### src/rtl/tap_ctrl_param_if.sv
// Core-side parallel bundle of the TAP controller: decoded instruction and user data register.
// Latency: ir_out/user_dr_out change one rising edge after Update-IR/Update-DR; user_update is state-decoded.
// Backpressure: none; user_dr_in is sampled unconditionally in Capture-DR.
interface tap_ctrl_param_if #(
    parameter int IR_WIDTH = 4,
    parameter int DR_WIDTH = 8
);
    logic [IR_WIDTH-1:0] ir_out;
    logic [DR_WIDTH-1:0] user_dr_in;
    logic [DR_WIDTH-1:0] user_dr_out;
    logic                user_update;

    // TAP side drives the instruction and update register, core side supplies capture data
    modport master (
        output ir_out,
        output user_dr_out,
        output user_update,
        input  user_dr_in
    );

    modport slave (
        input  ir_out,
        input  user_dr_out,
        input  user_update,
        output user_dr_in
    );
endinterface

### src/rtl/tap_ctrl_param.sv
// IEEE 1149.1 TAP controller with parametrised IR, 32-bit IDCODE, bypass and one user DR.
// Latency: state and registers advance on each GCLK_Pad rising edge; TDO_Pad is combinational from state.
// Backpressure: none; the pad side dictates every cycle and the core side only observes/supplies data.
module tap_ctrl_param #(
    parameter int          IR_WIDTH     = 4,
    parameter int          DR_WIDTH     = 8,
    parameter logic [31:0] IDCODE_VAL   = 32'h1000_0001,
    parameter int          INSTR_IDCODE = 1,
    parameter int          INSTR_USER   = 2
) (
    input  logic                   GCLK_Pad,
    input  logic                   TRST_Pad,
    input  logic                   TMS_Pad,
    input  logic                   TDI_Pad,
    output logic                   TDO_Pad,
    output logic [3:0]             state_obs_Pad,
    tap_ctrl_param_if.master       core
);

    // Encoding is the bring-up observation code, so it must not be re-encoded by synthesis
    typedef enum logic [3:0] {
        EX2_DR = 4'h0, EX1_DR = 4'h1, SH_DR  = 4'h2, PAU_DR = 4'h3,
        SEL_IR = 4'h4, UPD_DR = 4'h5, CAP_DR = 4'h6, SEL_DR = 4'h7,
        EX2_IR = 4'h8, EX1_IR = 4'h9, SH_IR  = 4'hA, PAU_IR = 4'hB,
        RTI    = 4'hC, UPD_IR = 4'hD, CAP_IR = 4'hE, TLR    = 4'hF
    } tap_state_e;

    localparam logic [IR_WIDTH-1:0] OP_IDCODE = IR_WIDTH'(INSTR_IDCODE);
    localparam logic [IR_WIDTH-1:0] OP_USER   = IR_WIDTH'(INSTR_USER);

    tap_state_e          state_q;
    logic [IR_WIDTH-1:0] ir_q;
    logic [IR_WIDTH-1:0] ir_sr_q;
    logic [31:0]         id_sr_q;
    logic [DR_WIDTH-1:0] user_sr_q;
    logic [DR_WIDTH-1:0] user_dr_q;
    logic                byp_q;
    logic                sel_idcode;
    logic                sel_user;

    // IDCODE wins if both opcodes were configured equal; anything unrecognised routes to bypass
    assign sel_idcode = (ir_q == OP_IDCODE);
    assign sel_user   = (ir_q == OP_USER) && !sel_idcode;

    // TAP state machine: 1149.1 transition graph driven by TMS
    always_ff @(posedge GCLK_Pad or negedge TRST_Pad) begin
        if (!TRST_Pad) begin
            state_q <= TLR;
        end else begin
            case (state_q)
                TLR:    state_q <= TMS_Pad ? TLR    : RTI;
                RTI:    state_q <= TMS_Pad ? SEL_DR : RTI;
                SEL_DR: state_q <= TMS_Pad ? SEL_IR : CAP_DR;
                CAP_DR: state_q <= TMS_Pad ? EX1_DR : SH_DR;
                SH_DR:  state_q <= TMS_Pad ? EX1_DR : SH_DR;
                EX1_DR: state_q <= TMS_Pad ? UPD_DR : PAU_DR;
                PAU_DR: state_q <= TMS_Pad ? EX2_DR : PAU_DR;
                EX2_DR: state_q <= TMS_Pad ? UPD_DR : SH_DR;
                UPD_DR: state_q <= TMS_Pad ? SEL_DR : RTI;
                SEL_IR: state_q <= TMS_Pad ? TLR    : CAP_IR;
                CAP_IR: state_q <= TMS_Pad ? EX1_IR : SH_IR;
                SH_IR:  state_q <= TMS_Pad ? EX1_IR : SH_IR;
                EX1_IR: state_q <= TMS_Pad ? UPD_IR : PAU_IR;
                PAU_IR: state_q <= TMS_Pad ? EX2_IR : PAU_IR;
                EX2_IR: state_q <= TMS_Pad ? UPD_IR : SH_IR;
                UPD_IR: state_q <= TMS_Pad ? SEL_DR : RTI;
            endcase
        end
    end

    // Data path: the action of each state takes effect on the edge that leaves it
    always_ff @(posedge GCLK_Pad or negedge TRST_Pad) begin
        if (!TRST_Pad) begin
            ir_q      <= OP_IDCODE;
            ir_sr_q   <= '0;
            id_sr_q   <= '0;
            user_sr_q <= '0;
            user_dr_q <= '0;
            byp_q     <= 1'b0;
        end else begin
            case (state_q)
                TLR:    ir_q    <= OP_IDCODE;
                CAP_IR: ir_sr_q <= IR_WIDTH'(1);
                SH_IR:  ir_sr_q <= IR_WIDTH'({TDI_Pad, ir_sr_q} >> 1);
                UPD_IR: ir_q    <= ir_sr_q;
                CAP_DR: begin
                    id_sr_q   <= IDCODE_VAL;
                    user_sr_q <= core.user_dr_in;
                    byp_q     <= 1'b0;
                end
                SH_DR: begin
                    if (sel_idcode)    id_sr_q   <= {TDI_Pad, id_sr_q[31:1]};
                    else if (sel_user) user_sr_q <= DR_WIDTH'({TDI_Pad, user_sr_q} >> 1);
                    else               byp_q     <= TDI_Pad;
                end
                UPD_DR: if (sel_user) user_dr_q <= user_sr_q;
                default: ;
            endcase
        end
    end

    // TDO shows the LSB of whichever register is in a shift state, so the first captured bit is visible before any shift
    always_comb begin
        TDO_Pad = 1'b0;
        if (state_q == SH_IR) begin
            TDO_Pad = ir_sr_q[0];
        end else if (state_q == SH_DR) begin
            if (sel_idcode)    TDO_Pad = id_sr_q[0];
            else if (sel_user) TDO_Pad = user_sr_q[0];
            else               TDO_Pad = byp_q;
        end
    end

    assign state_obs_Pad    = state_q;
    assign core.ir_out      = ir_q;
    assign core.user_dr_out = user_dr_q;
    assign core.user_update = (state_q == UPD_DR) && sel_user;

endmodule

### src/flat_wrapper.sv
// flat-port wrapper written by rule: the top's interface ports become plain ports
module tap_ctrl_param_flat 
#(
    parameter int          IR_WIDTH     = 4,
    parameter int          DR_WIDTH     = 8,
    parameter logic [31:0] IDCODE_VAL   = 32'h1000_0001,
    parameter int          INSTR_IDCODE = 1,
    parameter int          INSTR_USER   = 2
)
  (GCLK_Pad, TRST_Pad, TMS_Pad, TDI_Pad, TDO_Pad, state_obs_Pad, core_ir_out, core_user_dr_out, core_user_update, core_user_dr_in);
  tap_ctrl_param_if #(.IR_WIDTH(IR_WIDTH), .DR_WIDTH(DR_WIDTH)) core_i ();
  input  logic GCLK_Pad;
  input  logic TRST_Pad;
  input  logic TMS_Pad;
  input  logic TDI_Pad;
  output logic TDO_Pad;
  output logic [3:0] state_obs_Pad;
  output wire logic [$bits(core_i.ir_out)-1:0] core_ir_out;
  output wire logic [$bits(core_i.user_dr_out)-1:0] core_user_dr_out;
  output wire logic [$bits(core_i.user_update)-1:0] core_user_update;
  input wire logic [$bits(core_i.user_dr_in)-1:0] core_user_dr_in;
  assign core_ir_out = core_i.ir_out;
  assign core_user_dr_out = core_i.user_dr_out;
  assign core_user_update = core_i.user_update;
  assign core_i.user_dr_in = core_user_dr_in;
  tap_ctrl_param #(.IR_WIDTH(IR_WIDTH), .DR_WIDTH(DR_WIDTH), .IDCODE_VAL(IDCODE_VAL), .INSTR_IDCODE(INSTR_IDCODE), .INSTR_USER(INSTR_USER)) u_core (.GCLK_Pad(GCLK_Pad), .TRST_Pad(TRST_Pad), .TMS_Pad(TMS_Pad), .TDI_Pad(TDI_Pad), .TDO_Pad(TDO_Pad), .state_obs_Pad(state_obs_Pad), .core(core_i));
endmodule
### config.mk
export PLATFORM = sky130hd
export DESIGN_NAME = tap_ctrl_param_flat
export DESIGN_NICKNAME = d
export VERILOG_FILES = /design/src/rtl/tap_ctrl_param_if.sv /design/src/rtl/tap_ctrl_param.sv /design/src/flat_wrapper.sv
export SDC_FILE = /design/constraint.sdc
export NUM_CORES = 1
export LEC_CHECK = 0
export CAP_MARGIN = 40
export CORE_ASPECT_RATIO = 2
export CORE_MARGIN = 3
export CORE_UTILIZATION = 34
export CTS_BUF_LIST = sky130_fd_sc_hd__clkbuf_4 sky130_fd_sc_hd__clkbuf_8 sky130_fd_sc_hd__clkbuf_16
export DETAILED_ROUTE_END_ITERATION = 8
export GPL_ROUTABILITY_DRIVEN = 0
export SLEW_MARGIN = 10
export SYNTH_ARGS = -nofsm -noshare
export SYNTH_HDL_FRONTEND = slang
export SYNTH_SLANG_ARGS = --single-unit
### constraint.sdc
create_clock -name GCLK_Pad -period 1.8 [get_ports GCLK_Pad]
set_input_delay 0.27 -clock GCLK_Pad [delete_from_list [all_inputs] [get_ports GCLK_Pad]]
set_output_delay 0.27 -clock GCLK_Pad [all_outputs]
set_load 0.05 [all_outputs]
==> impl_metrics.py <==
metrics = {
    "worst_setup_path": {
        "crit_slowest_cell": "sky130_fd_sc_hd__dfstp_2",
        "cp-end-kind": "output pin",
        "cp_max_fo": 4,
        "cp_slowest_stage_delay_ns": 0.56,
        "worst-endpoint-arrival_ns": 1.72,
        "worstPathRequired_ns": 1.53,
        "worst_setup_path_start_kind": "flip-flop",
        "cp.buffers_inverters": 1,
        "timing.critical_path.max_delay_family": "flip-flops",
        "crit-reg2reg-launch": "u_core.state_obs_Pad[1]$_DFF_PN1_",
        "crit_path_start": "u_core.core.ir_out[0]$_DFFE_PN1P_",
        "critical_path_class": "reg2out",
        "path_cells": "and2b_2 -> o311ai_4 -> o22ai_4 -> buf_12",
    },
    "synth": {
        "synth_top_family_by_area": "multiplexers",
        "post_synth_fa_ha_maj_area_fraction_pct": 0,
        "edff_count_synth": 0,
        "postSynthAreaPerCell_um2": 11.5,
        "portion_of_netlist_area_occupied_by_mux_cells_pct": 17.0,
        "synth-async-reset-ratio_pct": 100,
        "synth_compound_area_share_pct": 9.55,
        "yosysUniqueCellTypes": 39,
        "synth_sequential_area_ratio_pct": 53.4,
        "leading_register_cell_type_out_of_synthesis": "sky130_fd_sc_hd__dfrtp_1",
        "synth_xor_xnor_area_share_pct": 0.305,
        "yosys_register_bits": 61,
        "synth_largest_area_cell": "sky130_fd_sc_hd__dfrtp_1",
        "synthesis.area_mm2": 0.00287,
        "yosys_warnings": 0,
        "mappedNetlistNets": 262,
        "synthesis.instances": 250,
        "synth-simple-area-share_pct": 13.5,
        "synth_top_cells_by_area": "sky130_fd_sc_hd__dfrtp_1 49%, sky130_fd_sc_hd__mux2_4 6.8%, sky130_fd_sc_hd__mux2i_1 6.3%",
        "synth_top_cell_area_share_pct": 48.8,
    },
    "clock_network": {
        "clockBufferDepth": 2,
        "cts.reportedPaths.clkPinSlew_ns": 0.05,
        "clock_tree.root_cell": "sky130_fd_sc_hd__clkbuf_16",
        "numClockSinks": 61,
        "tritoncts.num_buffers": 9,
        "cts.htree.levels": 3,
        "tritoncts": "yes",
        "clk-insertion-delay-late_ns": 0.33,
    },
    "global_routing": {
        "pin_count_of_the_biggest_net_entering_global_routing": 62,
        "antenna_found_initial": 0,
        "globalRouteTotalUtil_pct": 14.3,
        "via_count_of_the_first_global_routing_pass": 2101,
        "grt_pass1_wl_um": 10500,
        "grt.overflow.total": 0,
    },
    "run_status": {
        "outcome": "finished with violations",
        "violations": "negative setup slack",
    },
    "final_layout": {
        "most-common-layout-cells": "53 x sky130_fd_sc_hd__dfrtp_1, 29 x sky130_fd_sc_hd__nand2_1, 21 x sky130_fd_sc_hd__inv_1",
        "final_core_utilization_pct": 48.2,
        "syn2layout_area_growth_pct": 35.5,
        "fin_nets": 313,
        "num_antenna_cells": 0,
        "register_area_mm2": 0.00154,
        "layout-drive-gt1-share_pct": 32.5,
        "num-fill-cells": 756,
        "final_common_cell": "sky130_fd_sc_hd__dfrtp_1",
        "multiInputGateArea_mm2": 0.00126,
    },
    "drt": {
        "drc_errors": 0,
        "dr.first_iter.drc_count": 69,
        "avgRoutedWirePerCell_um": 15.5,
        "finalWirelength_um": 6240,
        "vias": 1980,
        "detailedRoute.firstPassIterationCount": 4,
        "antenna_violating_nets_post_route": 0,
        "vias_per_cell": 4.94,
    },
    "pwr": {
        "static-leakage-power_nw": 1.90,
        "power_density_mw_per_mm2": 1500,
        "worst_ir_drop_vdd_v": 0.000977,
    },
    "floorplanning": {
        "die_footprint_mm2": 0.00964,
        "die_w_um": 71.0,
        "fp.dieH_um": 136,
        "start_util_pct": 35.6,
        "boundaryPins": 30,
        "number_of_rows_in_the_core_area": 46,
        "core-area_mm2": 0.00806,
    },
    "sta": {
        "grt_setup_unrepaired": "true",
        "final-max-slew-violation-count": 0,
        "layout_min_cycle_time_ns": 1.99,
        "hold_ws_ns": 0.478,
        "setup_slack_ns": -0.187,
        "fin_hold_viols": 0,
        "skew_ns": 0.00778,
        "layout_worst_path_cycle_share_pct": 110,
        "worstMarginPinSlew_ns": 0.510,
        "worst_slew_margin_rel_pct": 65.9,
        "setup_violations": 15,
        "max_freq_mhz": 503,
    },
    "worst_hold_path": {
        "min_path_type": "in2async",
    },
    "placed_design": {
        "hpwl_um": 4110,
        "place.port_buffers": 29,
    },
    "run": {
        "drv.max_cap_violation_count": 0,
    },
}
metrics by stage:
stage | TNS, ns | instance area (um^2) | worst slack (ns) | total power [W] | cells
floorplan | -1.71 | 2960 | -0.223 | 0.00331 | 250
global placement | 0 | 3480 | 0.0217 | 0.00404 | 375
detailed placement | 0 | 3480 | 0.0409 | 0.00407 | 375
CTS | -0.562 | 3870 | -0.200 | 0.00584 | 401
global route | -1.47 | 3890 | -0.236 | 0.00612 | 401
finish | -0.485 | 3890 | -0.187 | 0.00582 | 401
power by group:
| group | switching (W) | internal [W] |
|---|---|---|
| clock | 0.000570 | 0.00100 |
| combinational | 0.00119 | 0.00104 |
| sequential | 0.000285 | 0.00173 |
cell type report:
cell class	instances	share of cell area, %
tap	96	3.09
multi-input combinational	153	32.4
clock inverter	2	0.258
inverter	21	2.03
timing repair buffer	55	15.7
sequential	61	39.7
clock buffer	13	6.73
cell families (layout without fill, tap and decap cells):
kind of cell	Yosys count	count (layout)
AND/OR/NAND/NOR	74	74
XOR/XNOR	1	1
buffers and inverters	36	91
AO/OA/AOI/OAI	37	37
multiplexers	41	41
flip-flops	61	61
path summary, 6_finish.rpt:
check,endpoint,slack [ns],depth (start not counted)
max reg2reg,u_core.id_sr_q[9]$_DFFE_PN0P_,-0.02,5
min,u_core.core.user_dr_out[3]$_DFFE_PN0P_,0.48,3
min reg2reg,u_core.id_sr_q[7]$_DFFE_PN0P_,0.50,1
max in group asynchronous,u_core.state_obs_Pad[1]$_DFF_PN1_,1.00,3
max,TDO_Pad,-0.19,4
min in group GCLK_Pad,u_core.id_sr_q[7]$_DFFE_PN0P_,0.50,1
cells in the mapped netlist, types with 2 or more instances:
cell type                  count
sky130_fd_sc_hd__dfrtp_1      56
sky130_fd_sc_hd__nand2_1      29
sky130_fd_sc_hd__inv_1        21
sky130_fd_sc_hd__nor2_1       21
sky130_fd_sc_hd__mux2i_1      18
sky130_fd_sc_hd__mux2_4       13
sky130_fd_sc_hd__mux2_2       10
sky130_fd_sc_hd__o21ai_0      10
sky130_fd_sc_hd__nand2b_1      8
sky130_fd_sc_hd__o21a_1        7
sky130_fd_sc_hd__o32a_1        6
sky130_fd_sc_hd__buf_2         5
sky130_fd_sc_hd__buf_6         5
sky130_fd_sc_hd__clkbuf_1      5
sky130_fd_sc_hd__dfstp_2       5
sky130_fd_sc_hd__a21oi_1       4
sky130_fd_sc_hd__nor3b_1       3
sky130_fd_sc_hd__nand3_1       2
sky130_fd_sc_hd__o22ai_1       2
tightest hold or removal path, cell delays in order:
cell and delay, ns:
sky130_fd_sc_hd__dlygate4sd3_1 0.52, sky130_fd_sc_hd__buf_2 0.12, sky130_fd_sc_hd__buf_12 0.28
registers in the layout, summed over array words and instances, names as in the netlist:
signal                   cells
u_core.byp_q                 1
u_core.state_obs_Pad         4
u_core.id_sr_q              32
u_core.ir_sr_q               4
u_core.core.ir_out           4
u_core.core.user_dr_out      8
u_core.user_sr_q             8
what timing repair did:
item	CTS	global route
setup buffers	10	1
pin swaps	5	3
hold buffers	1	0
resized for setup	5	5
endpoints found under the setup margin	2	28
endpoints found under the hold margin	56	0
per-layer routing:
layer	share of wire (%)	vias up	track usage, %
li1	-	952	-
met1	40	976	15.8
met2	54	33	24.0
met3	2.4	19	3.40
met4	4.1	0	9.41
met5	0	-	0
(Power assumes the default switching activity.)
